<file path="src/rtl/wbn_pkg.sv">
// Shared types for the Wishbone master engine.
//   status_t        : response status returned on rsp_sts
//   wbn_mst_state_t : master FSM state encoding
//   cnt_width()     : counter width for a 0..max_val range, never below 1 bit
package wbn_pkg;

   typedef enum logic [1:0] {WBN_OK, WBN_ERR, WBN_RTY, WBN_TMO} status_t;

   typedef enum logic [2:0] {StIdle, StReq, StWait, StBackoff, StRsp} wbn_mst_state_t;

   function automatic int unsigned cnt_width(input int unsigned max_val);
      return (max_val == 0) ? 1 : $clog2(max_val + 1);
   endfunction

endpackage

</file>
<file path="src/rtl/wbn_tmo.sv">
// Bus-phase timeout counter.
//   clk, rst : clock, asynchronous active-high reset
//   clr      : restart the count from zero (new strobe phase)
//   en       : count this cycle (master is in REQ/WAIT)
//   expired  : this is the TMO-th counted cycle; never asserted when TMO = 0
module wbn_tmo
   import wbn_pkg::*;
#(
   parameter int unsigned TMO = 256
) (
   input  logic clk,
   input  logic rst,
   input  logic clr,
   input  logic en,
   output logic expired
);

   localparam int unsigned CW = cnt_width(TMO);
   // The first counted cycle sees 0, so the TMO-th sees TMO-1.
   localparam logic [CW-1:0] Last = CW'((TMO == 0) ? 0 : TMO - 1);

   logic [CW-1:0] cnt_q, cnt_d;

   always_comb begin
      cnt_d = cnt_q;
      if (clr) begin
         cnt_d = '0;
      end else if (en) begin
         cnt_d = cnt_q + CW'(1);
      end
   end

   always_ff @(posedge clk or posedge rst) begin
      if (rst) begin
         cnt_q <= '0;
      end else begin
         cnt_q <= cnt_d;
      end
   end

   assign expired = (TMO != 0) && en && (cnt_q == Last);

endmodule

</file>
<file path="src/rtl/wbn_master.sv">
// Wishbone master engine: one request in, one single Wishbone transfer, one response out.
//   req_*   : request stream (valid/ready), write enable, address, byte select, write data
//   rsp_*   : response stream (valid/ready), read data, status_t
//   cyc stb we adr sel dat_w : Wishbone master outputs (all registered)
//   dat_r ack err rty stall  : Wishbone slave inputs (stall used in PIPELINED mode only)
// RTY is retried up to RTY_MAX times with a one-cycle idle gap; TMO bounds every strobe phase.
module wbn_master
   import wbn_pkg::*;
#(
   parameter string       MODE    = "CLASSIC",
   parameter int unsigned AW      = 32,
   parameter int unsigned DW      = 32,
   parameter int unsigned SW      = DW / 8,
   parameter int unsigned RTY_MAX = 3,
   parameter int unsigned TMO     = 256
) (
   input  logic          clk,
   input  logic          rst,
   input  logic          req_vld,
   output logic          req_rdy,
   input  logic          req_wen,
   input  logic [AW-1:0] req_adr,
   input  logic [SW-1:0] req_sel,
   input  logic [DW-1:0] req_dtw,
   output logic          rsp_vld,
   input  logic          rsp_rdy,
   output logic [DW-1:0] rsp_dtr,
   output status_t       rsp_sts,
   output logic          cyc,
   output logic          stb,
   output logic          we,
   output logic [AW-1:0] adr,
   output logic [SW-1:0] sel,
   output logic [DW-1:0] dat_w,
   input  logic [DW-1:0] dat_r,
   input  logic          ack,
   input  logic          err,
   input  logic          rty,
   input  logic          stall
);

   if (MODE != "CLASSIC" && MODE != "PIPELINED") begin : g_bad_mode
      $error("wbn_master: MODE must be \"CLASSIC\" or \"PIPELINED\"");
   end
   if ((DW % 8) != 0 || SW != DW / 8) begin : g_bad_width
      $error("wbn_master: DW must be a multiple of 8 and SW = DW/8");
   end

   localparam bit          Pipe = (MODE == "PIPELINED");
   localparam int unsigned RW   = cnt_width(RTY_MAX);

   wbn_mst_state_t state_q, state_d;
   logic [RW-1:0]  rty_q, rty_d;
   logic           cyc_q, cyc_d, stb_q, stb_d, we_q, we_d;
   logic [AW-1:0]  adr_q, adr_d;
   logic [SW-1:0]  sel_q, sel_d;
   logic [DW-1:0]  dat_w_q, dat_w_d;
   logic           req_rdy_q, req_rdy_d, rsp_vld_q, rsp_vld_d;
   logic [DW-1:0]  rsp_dtr_q, rsp_dtr_d;
   status_t        rsp_sts_q, rsp_sts_d;

   logic           tmo_clr, tmo_en, tmo_exp;
   logic           sampled, done;
   status_t        done_sts;
   logic [DW-1:0]  done_dtr;

   wbn_tmo #(
      .TMO (TMO)
   ) u_tmo (
      .clk     (clk),
      .rst     (rst),
      .clr     (tmo_clr),
      .en      (tmo_en),
      .expired (tmo_exp)
   );

   // A pipelined slave holding stall has not accepted the strobe, so its terminations don't count.
   assign sampled = (state_q == StWait) || !Pipe || !stall;

   always_comb begin
      state_d   = state_q;
      rty_d     = rty_q;
      cyc_d     = cyc_q;
      stb_d     = stb_q;
      we_d      = we_q;
      adr_d     = adr_q;
      sel_d     = sel_q;
      dat_w_d   = dat_w_q;
      req_rdy_d = req_rdy_q;
      rsp_vld_d = rsp_vld_q;
      rsp_dtr_d = rsp_dtr_q;
      rsp_sts_d = rsp_sts_q;
      tmo_clr   = 1'b0;
      tmo_en    = 1'b0;
      done      = 1'b0;
      done_sts  = WBN_OK;
      done_dtr  = '0;

      case (state_q)
         StIdle: begin
            if (req_vld) begin
               state_d   = StReq;
               cyc_d     = 1'b1;
               stb_d     = 1'b1;
               we_d      = req_wen;
               adr_d     = req_adr;
               sel_d     = req_sel;
               dat_w_d   = req_dtw;
               req_rdy_d = 1'b0;
               rty_d     = '0;
               tmo_clr   = 1'b1;
            end
         end
         StReq, StWait: begin
            tmo_en = 1'b1;
            // Priority err > rty > ack; a termination beats a same-cycle timeout.
            if (sampled && (ack || err || rty)) begin
               if (err) begin
                  done     = 1'b1;
                  done_sts = WBN_ERR;
               end else if (rty) begin
                  if (32'(rty_q) < RTY_MAX) begin
                     rty_d   = rty_q + RW'(1);
                     state_d = StBackoff;
                     cyc_d   = 1'b0;
                     stb_d   = 1'b0;
                  end else begin
                     done     = 1'b1;
                     done_sts = WBN_RTY;
                  end
               end else begin
                  done     = 1'b1;
                  done_sts = WBN_OK;
                  done_dtr = we_q ? '0 : dat_r;
               end
            end else if (tmo_exp) begin
               done     = 1'b1;
               done_sts = WBN_TMO;
            end else if (Pipe && state_q == StReq && !stall) begin
               state_d = StWait;
               stb_d   = 1'b0;
            end
            if (done) begin
               state_d   = StRsp;
               cyc_d     = 1'b0;
               stb_d     = 1'b0;
               rsp_vld_d = 1'b1;
               rsp_sts_d = done_sts;
               rsp_dtr_d = done_dtr;
            end
         end
         StBackoff: begin
            // Re-issue the latched transfer unchanged with a fresh timeout window.
            state_d = StReq;
            cyc_d   = 1'b1;
            stb_d   = 1'b1;
            tmo_clr = 1'b1;
         end
         StRsp: begin
            if (rsp_rdy) begin
               state_d   = StIdle;
               rsp_vld_d = 1'b0;
               rsp_dtr_d = '0;
               rsp_sts_d = WBN_OK;
               req_rdy_d = 1'b1;
            end
         end
         default: state_d = StIdle;
      endcase
   end

   always_ff @(posedge clk or posedge rst) begin
      if (rst) begin
         state_q   <= StIdle;
         rty_q     <= '0;
         cyc_q     <= 1'b0;
         stb_q     <= 1'b0;
         we_q      <= 1'b0;
         adr_q     <= '0;
         sel_q     <= '0;
         dat_w_q   <= '0;
         req_rdy_q <= 1'b1;
         rsp_vld_q <= 1'b0;
         rsp_dtr_q <= '0;
         rsp_sts_q <= WBN_OK;
      end else begin
         state_q   <= state_d;
         rty_q     <= rty_d;
         cyc_q     <= cyc_d;
         stb_q     <= stb_d;
         we_q      <= we_d;
         adr_q     <= adr_d;
         sel_q     <= sel_d;
         dat_w_q   <= dat_w_d;
         req_rdy_q <= req_rdy_d;
         rsp_vld_q <= rsp_vld_d;
         rsp_dtr_q <= rsp_dtr_d;
         rsp_sts_q <= rsp_sts_d;
      end
   end

   assign req_rdy = req_rdy_q;
   assign rsp_vld = rsp_vld_q;
   assign rsp_dtr = rsp_dtr_q;
   assign rsp_sts = rsp_sts_q;
   assign cyc     = cyc_q;
   assign stb     = stb_q;
   assign we      = we_q;
   assign adr     = adr_q;
   assign sel     = sel_q;
   assign dat_w   = dat_w_q;

endmodule

</file>
<file path="config.mk">
export PLATFORM = sky130hd
export DESIGN_NAME = wbn_master
export DESIGN_NICKNAME = d
export VERILOG_FILES = /design/src/rtl/wbn_pkg.sv /design/src/rtl/wbn_tmo.sv /design/src/rtl/wbn_master.sv
export SDC_FILE = /design/constraint.sdc
export NUM_CORES = 1
export LEC_CHECK = 0
export BUFFER_PORTS_ARGS = -buffer_cell sky130_fd_sc_hd__buf_2
export CAP_MARGIN = 20
export CORE_ASPECT_RATIO = 0.5
export CORE_MARGIN = 8
export CORE_UTILIZATION = 51
export DETAILED_ROUTE_END_ITERATION = 10
export PLACE_DENSITY = 0.86
export SETUP_SLACK_MARGIN = 0.5
export SLEW_MARGIN = 0
export SYNTH_ARGS = -nofsm -noshare
export SYNTH_HDL_FRONTEND = slang
export SYNTH_SLANG_ARGS = --single-unit
</file>
<file path="constraint.sdc">
create_clock -name clk -period 8.1 [get_ports clk]
set_input_delay 1.62 -clock clk [delete_from_list [all_inputs] [get_ports clk]]
set_output_delay 1.62 -clock clk [all_outputs]
set_load 0.02 [all_outputs]
</file>
Word level (Yosys, flattened, before mapping)
Cells that the tools add are included.

storage, ports and cells
  register bits after elaboration = 120
  logic and storage cells = 100
  input bits = 109

cells by class
  muxes and demuxes = 53
  add/subtract/negate cells = 2
  reduce and logical (&&, ||, !) cells = 16
  order comparisons = 1
  equal/unequal tests = 16

operators with widths
  operator                                                         number
  32-bit 2-to-1 mux                                                6
  32-bit one-hot mux with 2 select lines                           1
  2-bit 2-to-1 mux                                                 12
  3-bit 2-to-1 mux                                                 7
  1-bit 2-to-1 mux                                                 18
  9-bit 2-to-1 mux                                                 2
  6-bit AND reduction                                              3
  2-bit != test, second input constant                             7
  3-bit != test, second input constant                             4
  3-bit one-hot mux with 4 select lines                            1
  9-bit by 1-bit adder with 9-bit output, second input constant    1
  9-bit by 8-bit == test with 1-bit output, second input constant  1
  2-bit one-hot mux with 2 select lines                            2
  2-bit nonzero test                                               4
  3-bit by 2-bit == test with 1-bit output, second input constant  2
  1-bit one-hot mux with 2 select lines                            3
  3-bit AND reduction                                              2
  3-bit by 1-bit == test with 1-bit output, second input constant  1
  3-bit == test, second input constant                             1
  3-bit zero test                                                  1
  1-bit one-hot mux with 3 select lines                            1
  3-bit nonzero test                                               1
  2-bit by 1-bit adder with 2-bit output, second input constant    1
  1-bit logical OR                                                 2
  other kinds (4)                                                  4

Depth between registers and ports, before layout
Gate-level depths: netlist of run 1.

  depth after elaboration = 9
  depth in mapped cells = 9

By module
Synthesis of run 1 repeated with hierarchy kept, for this count alone.

unflattened totals
  cell total of the unflattened synthesis = 389
  area total of the unflattened synthesis = 5004.8 um^2

by module, submodules not included
  module      cells an instance  times used  area each (um^2)
  wbn_master  343                1           4545.6
  wbn_tmo     46                 1           459.2

Worst setup path after synthesis of run 1
OpenSTA, ideal clock, no wires.

  kind = input -> register
  start = input port rty
  end = register rsp_dtr_q[4], in the netlist rsp_dtr[4]
  setup slack = 5.249 ns
  data arrival time = 2.787 ns
  cell stages on the path = 5
  setup time = 0.064 ns
  buffers on the path = 1
  path through = nor4_4 nor3_2 a211oi_4 buf_6 a22o_2

between the ends
  word-level cells in the longest chain between the ends = 6

RTL lines
  element                        line               RTL
  start, declared                wbn_master.sv:38   input logic rty,
  1-bit 2-to-1 mux               wbn_master.sv:121  end else if (rty) begin
  1-bit 2-to-1 mux               wbn_master.sv:118  if (err) begin
  1-bit 2-to-1 mux               wbn_master.sv:117  if (sampled && (ack || err || rty)) begin
  1-bit 2-to-1 mux               wbn_master.sv:99   case (state_q)
  2-bit != test (no line)        -
  3-bit AND reduction (no line)  -
  end signal, assigned           wbn_master.sv:197  rsp_dtr_q <= rsp_dtr_d;
  end, declared                  wbn_master.sv:59   logic [DW-1:0] rsp_dtr_q, rsp_dtr_d;

Parallel ways exist; a longest one is shown, timed or not. The select of a mux whose other input is x is not followed.
A chain may end at the register's enable or synchronous reset.

Worst setup path in the final report of run 1
  start = input port req_vld
  end = register adr_q[18], in the netlist adr[18]

between the ends
  word-level cells in the longest chain between the ends = 1

RTL lines
  element                        line               RTL
  start, declared                wbn_master.sv:19   input logic req_vld,
  2-bit AND reduction (no line)  -
  end signal, assigned           wbn_master.sv:192  adr_q <= adr_d;
  end, declared                  wbn_master.sv:55   logic [AW-1:0] adr_q, adr_d;

No other way between the ends.

==> results of run 1 <==
-- cell families after synthesis --
family	count (synthesis)
flops	120
compound gates	52
fa+ha+maj	3
mux	72
xor+xnor	8
simple gates	47
buf+inv	23
-- report_power, final --
part / internal [mW] / switching [mW]
combinational: 0.431 / 0.602
clock: 0.506 / 0.263
sequential: 0.838 / 0.138
total: 1.77 / 1.00
-- critical path, cell delays in order --
cell and delay, ps:
buf_2 80, or3b_1 450, nor2_4 110, buf_4 670
mux2_2 420
-- registers in the layout, summed over array words and instances (netlist names), 2 cells and up --
signal / count
dat_w: 32
rsp_sts: 2
rsp_dtr: 32
adr: 32
state_q: 3
rty_q: 2
sel: 4
u_tmo.cnt_q: 9
-- placed cells by master, fill, tap and decap left out, types with 2 or more instances in the layout --
master / netlist / final
nand3_1: 3 / 3
mux2_2: 70 / 70
mux2i_1: 2 / 2
xnor2_1: 6 / 6
clkinvlp_4: 0 / 4
bufinv_16: 0 / 3
dfrtp_1: 119 / 119
buf_4: 8 / 3
nand2_1: 5 / 5
clkbuf_16: 0 / 17
a22o_1: 7 / 7
clkbuf_8: 0 / 3
o21ai_0: 4 / 4
a22o_2: 27 / 27
buf_2: 3 / 214
nor2_1: 15 / 15
clkinv_2: 0 / 4
inv_1: 3 / 2
ha_1: 3 / 3
nor4_1: 3 / 3
a21oi_1: 8 / 8
nor3_1: 4 / 4
nand2b_1: 3 / 3
-- synth_stat cells, types with 2 or more instances --
master	n	share of area, %
dfrtp_1	119	62
mux2_2	70	16
a22o_2	27	5.6
nor2_1	15	1.2
a21oi_1	8	0.83
buf_4	8	1.2
a22o_1	7	1.3
buf_6	6	1.4
xnor2_1	6	1.1
nand2_1	5	0.39
nor3_1	4	0.41
o21ai_0	4	0.41
buf_2	3	0.31
clkbuf_1	3	0.23
ha_1	3	0.78
inv_1	3	0.23
nand2b_1	3	0.39
nand3_1	3	0.31
nor4_1	3	0.39
mux2i_1	2	0.41
-- metal layers --
metal  share of wire, %  vias to the layer above  routed length [um]  global-route usage, %
li1                   -                     1613                   -                      -
met3                4.8                       12                 594                   6.34
met2                 58                       71                7110                   36.4
met5                  0                        -                   0                      0
met1                 36                     1747                4460                   18.6
met4                1.2                        0                 149                   5.83
-- how the worst max path moves through the flow --
stage                           end  slack (ps)  depth (start not counted)
after floorplan              adr[0]        3300                          1
after global placement    dat_w[14]        4580                          5
after detailed placement    adr[13]        4560                          5
after CTS                   adr[13]        4990                          5
after global routing        adr[18]        4870                          5
final                       adr[18]        4970                          5
-- final cells by class --
| cell class | count | area (um2) | area share (%) |
|---|---|---|---|
| flip-flops and latches | 120 | 3000 | 45.7 |
| clock inverters | 12 | 149 | 2.27 |
| well taps | 121 | 151 | 2.30 |
| repair buffers | 218 | 1120 | 17.1 |
| clock buffers | 20 | 467 | 7.10 |
| multi-input cells | 182 | 1670 | 25.4 |
| inverters | 3 | 13.8 | 0.209 |
-- per-stage QoR --
| stage | instances | hold WS [ps] | total power, mW | setup slack [ps] |
|---|---|---|---|---|
| after floorplan | 325 | 449 | 1.69 | 3300 |
| after global placement | 643 | 470 | 1.98 | 4580 |
| after detailed placement | 643 | 481 | 2.02 | 4560 |
| after CTS | 675 | 502 | 2.80 | 4990 |
| after global routing | 676 | 510 | 2.91 | 4870 |
| final | 676 | 498 | 2.78 | 4970 |
==> flow_metrics.tcl, run 1 <==
set metrics [dict create \
    antenna_left 0 \
    layout_min_cycle_time_ps 3130 \
    clock-root-buffer "clkbuf_16" \
    grt_pass1_vias 3625 \
    drcViolationCount 0 \
    cts_setup_buffers 0 \
    critPathCaptureType "register" \
    synthFlopType "dfrtp_1" \
    grt_max_degree 71 \
    ys_types 43 \
    arrival_ps 3420 \
    holdBufCountCts 0 \
    tightest_slew_ps 870 \
    clkLatencyLatePin_ps 400 \
    post_drt_wl_per_cell_um 18.2 \
    final_util_pct 70.5 \
    synthesis.nets 437 \
    numCtsBuffers 17 \
    viasPerCell 5.09 \
    rsz0062_at_grt "false" \
    yosys.area_share.simple_pct 5.98 \
    fin_nets 654 \
    ios 216 \
    ff2ff_path_depth 4 \
    cts_tree "built" \
    clk_pin_slew_ps 50 \
    totalWireLength_mm 12.3 \
    power.leakage_nw 3.31 \
    slew_violations 0 \
    die_area_mm2 0.0130 \
    synth-xor-area-share_pct 1.60 \
    syn_area_per_cell_um2 14.9 \
    antenna_found_initial 0 \
    track_usage_pct 18.7 \
    r2r_start "state_q[1]" \
    synth_edf_count 0 \
    hold_path_startpoint "rsp_dtr[3]" \
    post-route-period-util_pct 38.7 \
    ctsResizeCount 0 \
    whs_path_depth 1 \
    clock_path_buffers 2 \
    rows 25 \
    netlist_instances 325 \
    io_buffers 214 \
    worstSetupPathType "in2reg" \
    cts_max_level 4 \
    place_area_mm2 0.00593 \
    drt_first_iter_violations 115 \
    nFillCells 661 \
    coreArea_mm2 0.00932 \
    synthAdderAreaFrac_pct 0.776 \
    holdPathEnd "rsp_dtr[3]" \
    gp_congestion 0.765 \
    synth_top_family_by_area "multiplexers" \
    clock_skew_ps 7.35 \
    dp_hpwl_mm 8.93 \
    fp.dieW_um 154 \
    setup_violations 0 \
    status "finished clean" \
    r2r_end "adr[18]" \
    design_area_mm2 0.00657 \
    slew_headroom_pct 42.0 \
    power_density_mw_per_mm2 423 \
    drv_cap 0 \
    hold_class "reg2reg" \
    synthArstFlopShare_pct 100 \
    hold_viol_final 0 \
    grt_overflow 0 \
    n_antenna_cell 0 \
    fmax_mhz 319 \
    synth-seq-area-share_pct 62.1 \
    yosys_warnings 0 \
    start_util_pct 51.9 \
    synth_mux_area_share_pct 16.7 \
    cts.sinks 120 \
    worstPathRequired_ps 8390 \
    synth_area_mm2 0.00484 \
    setup_tns_ps 0 \
    critPathLaunch "req_vld" \
    crit_path_start_kind "primary input" \
    cp_max_fo 70 \
    reg2reg_slack_ps 5690 \
    final_layout_size_suffix_gt1_share_pct 65.0 \
    synth-compound-area-share_pct 9.39 \
    grt_pass1_wl_mm 19.3 \
    syn_to_final_growth_pct 35.9 \
    die_h_um 84.9 \
    ys_ff_latch 120 \
    vias 3443 \
    dr.pass1.iters 4 \
    vdd_drop_max_mv 0.169 \
]
No activity file was read; power rests on OpenSTA's default activity.
==> inputs of run 2 (changes only) <==
ABC_AREA = 1   (was default)
CORE_UTILIZATION = 43   (was 51)
PLACE_DENSITY = 0.77   (was 0.86)
clock period = 2.66 ns   (was 8.1 ns; I/O delays follow)
==> flow_metrics.tcl, run 2 <==
set metrics [dict create \
    cts_tree "built" \
    yosys_warnings 0 \
    cpMostUsedCell "nand2_1" \
    track_usage_pct 17.3 \
    grt_pass1_wl_mm 21.7 \
    synth_top_area_share_pct 60.8 \
    fp.dieW_um 167 \
    synth_edf_count 0 \
    post_drt_wl_per_cell_um 14.1 \
    slew_violations 0 \
    mostFrequentLayoutCell "nand2_1" \
    synthesis.nets 678 \
    synthArstFlopShare_pct 100 \
    status "finished clean" \
    io_buffers 214 \
    final_util_pct 60.3 \
    ff2ff_path_depth 11 \
    fin_nets 894 \
    cpMaxStageDelayCell "dfrtp_1" \
    n_antenna_cell 0 \
    synth_area_leaders "dfrtp_1 61%, nand2_1 26%, inv_1 1.7%" \
    grt_max_degree 81 \
    clkLatencyLatePin_ps 400 \
    post-route-period-util_pct 75.0 \
    setup_ws_ps 664 \
    tightest_slew_ps 500 \
    cts_max_level 4 \
    setup_violations 0 \
    synthTopCellsByCount "342 x nand2_1, 119 x dfrtp_1, 22 x inv_1" \
    final_layout_size_suffix_gt1_share_pct 33.1 \
    drcViolationCount 0 \
    drt_first_iter_violations 290 \
    placed_cells 908 \
    grt_pass1_vias 4447 \
    power_density_mw_per_mm2 1260 \
    dpl_worst_slack_ps 462 \
    grt_overflow 0 \
    yosysMostFrequentCell "nand2_1" \
    setup_tns_ps 0 \
    totalWireLength_mm 13.2 \
    slew_headroom_pct 66.7 \
    synth-seq-area-share_pct 61.3 \
    clock_path_buffers 2 \
    holdBufCountCts 0 \
    rows 27 \
    syn_to_final_growth_pct 36.0 \
    worstPathRequired_ps 2940 \
    dp_hpwl_mm 9.36 \
    critPathCaptureType "register" \
    antenna_left 0 \
    drv_cap 0 \
    start_util_pct 44.3 \
    netlist_instances 566 \
    hold_class "in2async" \
    finalNonFillerCells 939 \
    ys_types 25 \
    layout_min_cycle_time_ps 2000 \
    ys_ff_latch 120 \
    vias 4305 \
    clock_skew_ps 9.35 \
    worstSetupPathType "reg2reg" \
    reg2reg_slack_ps 660 \
    crit_path_start_kind "register" \
    r2r_start "u_tmo.cnt_q[0]" \
    synthFlopType "dfrtp_1" \
    syn_area_per_cell_um2 8.65 \
    rsz0062_at_grt "false" \
    clock-root-buffer "clkbuf_16" \
    hold_viol_final 0 \
    die_h_um 91.5 \
    die_area_mm2 0.0153 \
    max_stage_delay_ps 380 \
    viasPerCell 4.58 \
    coreArea_mm2 0.0110 \
    cp_max_fo 35 \
    numCtsBuffers 17 \
    arrival_ps 2270 \
    path_cells "ha_1 -> nand3_1 -> nor2_1 -> ha_2 -> nand4_1 -> nand2_1 -> nand2_1 -> nand2_1 -> nand2_8 -> nand2_1 -> nand2_1" \
    final_cell_mix "341 x nand2_1, 214 x buf_2, 119 x dfrtp_1" \
    cts.sinks 120 \
    dr.pass1.iters 4 \
    gp_congestion 0.802 \
    r2r_end "rsp_dtr[5]" \
    power.leakage_nw 3.99 \
    antenna_found_initial 1 \
    clk_pin_slew_ps 50 \
    synth_area_mm2 0.00490 \
    ios 216 \
    fmax_mhz 501 \
    yosys.area.top_type "dfrtp_1" \
    vdd_drop_max_mv 0.615 \
    cts_setup_buffers 0 \
]
## run 2: cell types whose count changed in the layout (fill, tap and decap cells not counted), sizes merged, moves of 7 or more
| cell | before | now |
|---|---|---|
| nand3 | 3 | 14 |
| a22o | 34 | 0 |
| xnor2 | 7 | 0 |
| o21ai | 4 | 11 |
| nand2 | 5 | 345 |
| mux2 | 70 | 0 |
| inv | 3 | 24 |
## run 2: power by group
group | switching (mW) | internal (mW) | leakage, nW
Clock | 0.765 | 1.41 | 0.276
Sequential | 0.383 | 2.54 | 1.55
Combinational | 2.25 | 1.03 | 2.17
## run 2: kinds of logic after synthesis
family	synth area share, %
AND/OR/NAND/NOR	30.8
flip-flops	61.3
buffers and inverters	4.96
AO/OA/AOI/OAI	2.15
adder cells (fa/ha/maj)	0.766
## run 2: critical path: cells and delay by family (launching register included)
family,cells,cell delay (ps)
flops,1,380
fa+ha+maj,2,480
simple gates,9,1010
## run 2: worst max path at each step
stage / from / to / slack [ps] / cells after the start
2_1_floorplan: rst / adr[0] / 660 / 1
3_3_place_gp: u_tmo.cnt_q[0] / rsp_dtr[19] / 550 / 11
3_5_place_dp: u_tmo.cnt_q[0] / rsp_sts[1] / 460 / 11
4_1_cts: u_tmo.cnt_q[0] / rsp_dtr[5] / 620 / 11
5_1_grt: u_tmo.cnt_q[0] / rsp_dtr[12] / 500 / 11
6_report: u_tmo.cnt_q[0] / rsp_dtr[5] / 660 / 11
## run 2: per-layer routing
metal | routed length (um) | up-vias | track usage, %
met1 | 5580 | 1960 | 20.0
met5 | 8 | - | 0
li1 | - | 2157 | -
met2 | 6330 | 159 | 28.7
met4 | 290 | 2 | 7.30
met3 | 991 | 27 | 6.65
## run 2: repair_timing
item                                    4_1_cts  5_1_grt
gates resized for setup                       1        2
cloned                                        0        0
endpoints found under the setup margin       35       35
hold endpoints to repair                      0        0
## run 2: final cells by class
type / count / area (um2)
Clock buffer: 22 / 464
Tap cell: 145 / 181
Sequential cell: 120 / 3000
Timing Repair Buffer: 219 / 1150
Inverter: 25 / 97.6
Clock inverter: 9 / 100
Fill cell: 969 / 4380
Multi-Input combinational cell: 399 / 1670
## run 2: metrics by stage
stage	hold WS [ps]	cell area (um2)	power [mW]
floorplan	454	4900	5.13
global placement	450	6080	6.13
detailed placement	454	6080	6.22
CTS	279	6650	8.47
global route	277	6660	8.96
finish	251	6660	8.37
==> inputs of run 3 (changes only) <==
ABC_AREA = 0   (was 1)
CORE_UTILIZATION = 47   (was 43)
PLACE_DENSITY = 0.8   (was 0.77)
clock period = 2 ns   (was 2.66 ns; I/O delays follow)
==> flow_metrics.tcl, run 3 (synthesis results as in run 1) <==
set metrics [dict create \
    io_buffers 214 \
    die_h_um 87.7 \
    worstSetupPathType "reg2reg" \
    vias 3759 \
    slew_headroom_pct 61.5 \
    antenna_found_initial 0 \
    final_layout_size_suffix_gt1_share_pct 69.9 \
    slew_violations 0 \
    cts_tree "built" \
    rsz0062_at_grt "true" \
    coreArea_mm2 0.0101 \
    drcViolationCount 0 \
    worst_hold_slack_ps 60.2 \
    grt_overflow 0 \
    holdBufCountCts 0 \
    final_cell_mix "213 x buf_2, 119 x dfrtp_1, 70 x mux2_4" \
    grt_pass1_wl_mm 22.8 \
    viasPerCell 5.07 \
    post_drt_wl_per_cell_um 20.4 \
    setup_violations 33 \
    numCtsBuffers 17 \
    totalWireLength_mm 15.1 \
    gp_congestion 0.791 \
    nFillCells 595 \
    ios 216 \
    worstPathRequired_ps 2290 \
    crit_path_start_kind "register" \
    post-route-period-util_pct 105 \
    rows 26 \
    dr.pass1.iters 4 \
    violations "setup timing" \
    die_area_mm2 0.0140 \
    hold_class "in2async" \
    arrival_ps 2390 \
    drt_first_iter_violations 263 \
    fin_nets 700 \
    cp_max_fo 32 \
    clock-root-buffer "clkbuf_16" \
    clock_skew_ps 9.24 \
    dp_hpwl_mm 9.76 \
    critPathCaptureType "register" \
    start_util_pct 47.8 \
    power.leakage_nw 3.91 \
    power_density_mw_per_mm2 1700 \
    tightest_slew_ps 576 \
    fmax_mhz 475 \
    setup_tns_ps -2760 \
    syn_to_final_growth_pct 58.3 \
    clk_pin_slew_ps 60 \
    clock_path_buffers 2 \
    fp.dieW_um 159 \
    track_usage_pct 21.0 \
    setup_ws_ps -107 \
    cts_max_level 4 \
    clkLatencyLatePin_ps 410 \
    mostFrequentLayoutCell "buf_2" \
    cts.sinks 120 \
    hold_viol_final 0 \
    grt_max_degree 47 \
    grt_pass1_vias 4205 \
    antenna_left 0 \
    n_antenna_cell 0 \
    drv_cap 0 \
    status "finished, violations left" \
    vdd_drop_max_mv 0.745 \
    layout_min_cycle_time_ps 2110 \
]
[run 3: path summary, 6_finish.rpt]
| check | from | endpoint | slack (ps) | depth (start not counted) |
|---|---|---|---|---|
| worst max-delay path | u_tmo.cnt_q[6] | rsp_dtr[0] | -110 | 9 |
| worst max register to register | u_tmo.cnt_q[6] | rsp_dtr[0] | -110 | 9 |
| min in group clk | dat_r[23] | rsp_dtr[23] | 210 | 2 |
| max in group asynchronous | rst | dat_w[13] | 1320 | 3 |
| worst min-delay path | rst | rsp_dtr[17] | 60 | 2 |
| worst min register to register | dat_w[12] | dat_w[12] | 500 | 1 |
[run 3: area by class of cell]
cell class,count,area (um2),share of cell area [%]
Timing Repair Buffer,264,1810,23.6
Multi-Input combinational cell,182,2080,27.2
Clock inverter,12,128,1.67
Tap cell,140,175,2.29
Inverter,3,15.0,0.196
Sequential cell,120,3000,39.2
Clock buffer,20,447,5.83
[run 3: metal layers]
layer,part of all wire (%),wire length (um),global-route usage (%)
met5,0,0,0
met4,2.3,344,10.1
met3,3.8,569,5.02
met2,56,8410,39.0
met1,38,5770,22.9
[run 3: critical path: stages, from the launching register on]
cell      delay, ps
dfrtp_1         400
nand4_1         180
nor2_2          150
ha_2            210
nor4_4           40
buf_4           160
nor4_4          290
a211oi_4         90
buf_12          180
a22o_1          270
[run 3: timing repair]
action / 4_1_cts / 5_1_grt
setup buffers: 12 / 5
resized for setup: 28 / 24
hold endpoints to repair: 0 / 0
endpoints found under the setup margin: 120 / 120
gates cloned: 9 / 0
pin swaps: 5 / 10
[run 3: power breakdown]
part	internal [mW]	switching (mW)	total [mW]
Clock	1.86	1.11	2.97
Combinational	3.07	2.96	6.03
Sequential	3.40	0.615	4.01
Total	8.33	4.69	13.0
[run 3: metrics by stage]
step                      instances  setup WS [ps]  util [%]  area [um2]  power (mW)
after floorplan                 325           35.0         -        5170        7.54
after global placement          683          -17.0      63.9        6460        8.91
after detailed placement        683          -77.0      63.9        6460        9.07
after CTS                       736          -67.6      73.8        7470        12.8
after global routing            741           -204      75.7        7660        13.6
final                           741           -107      75.7        7660        13.0
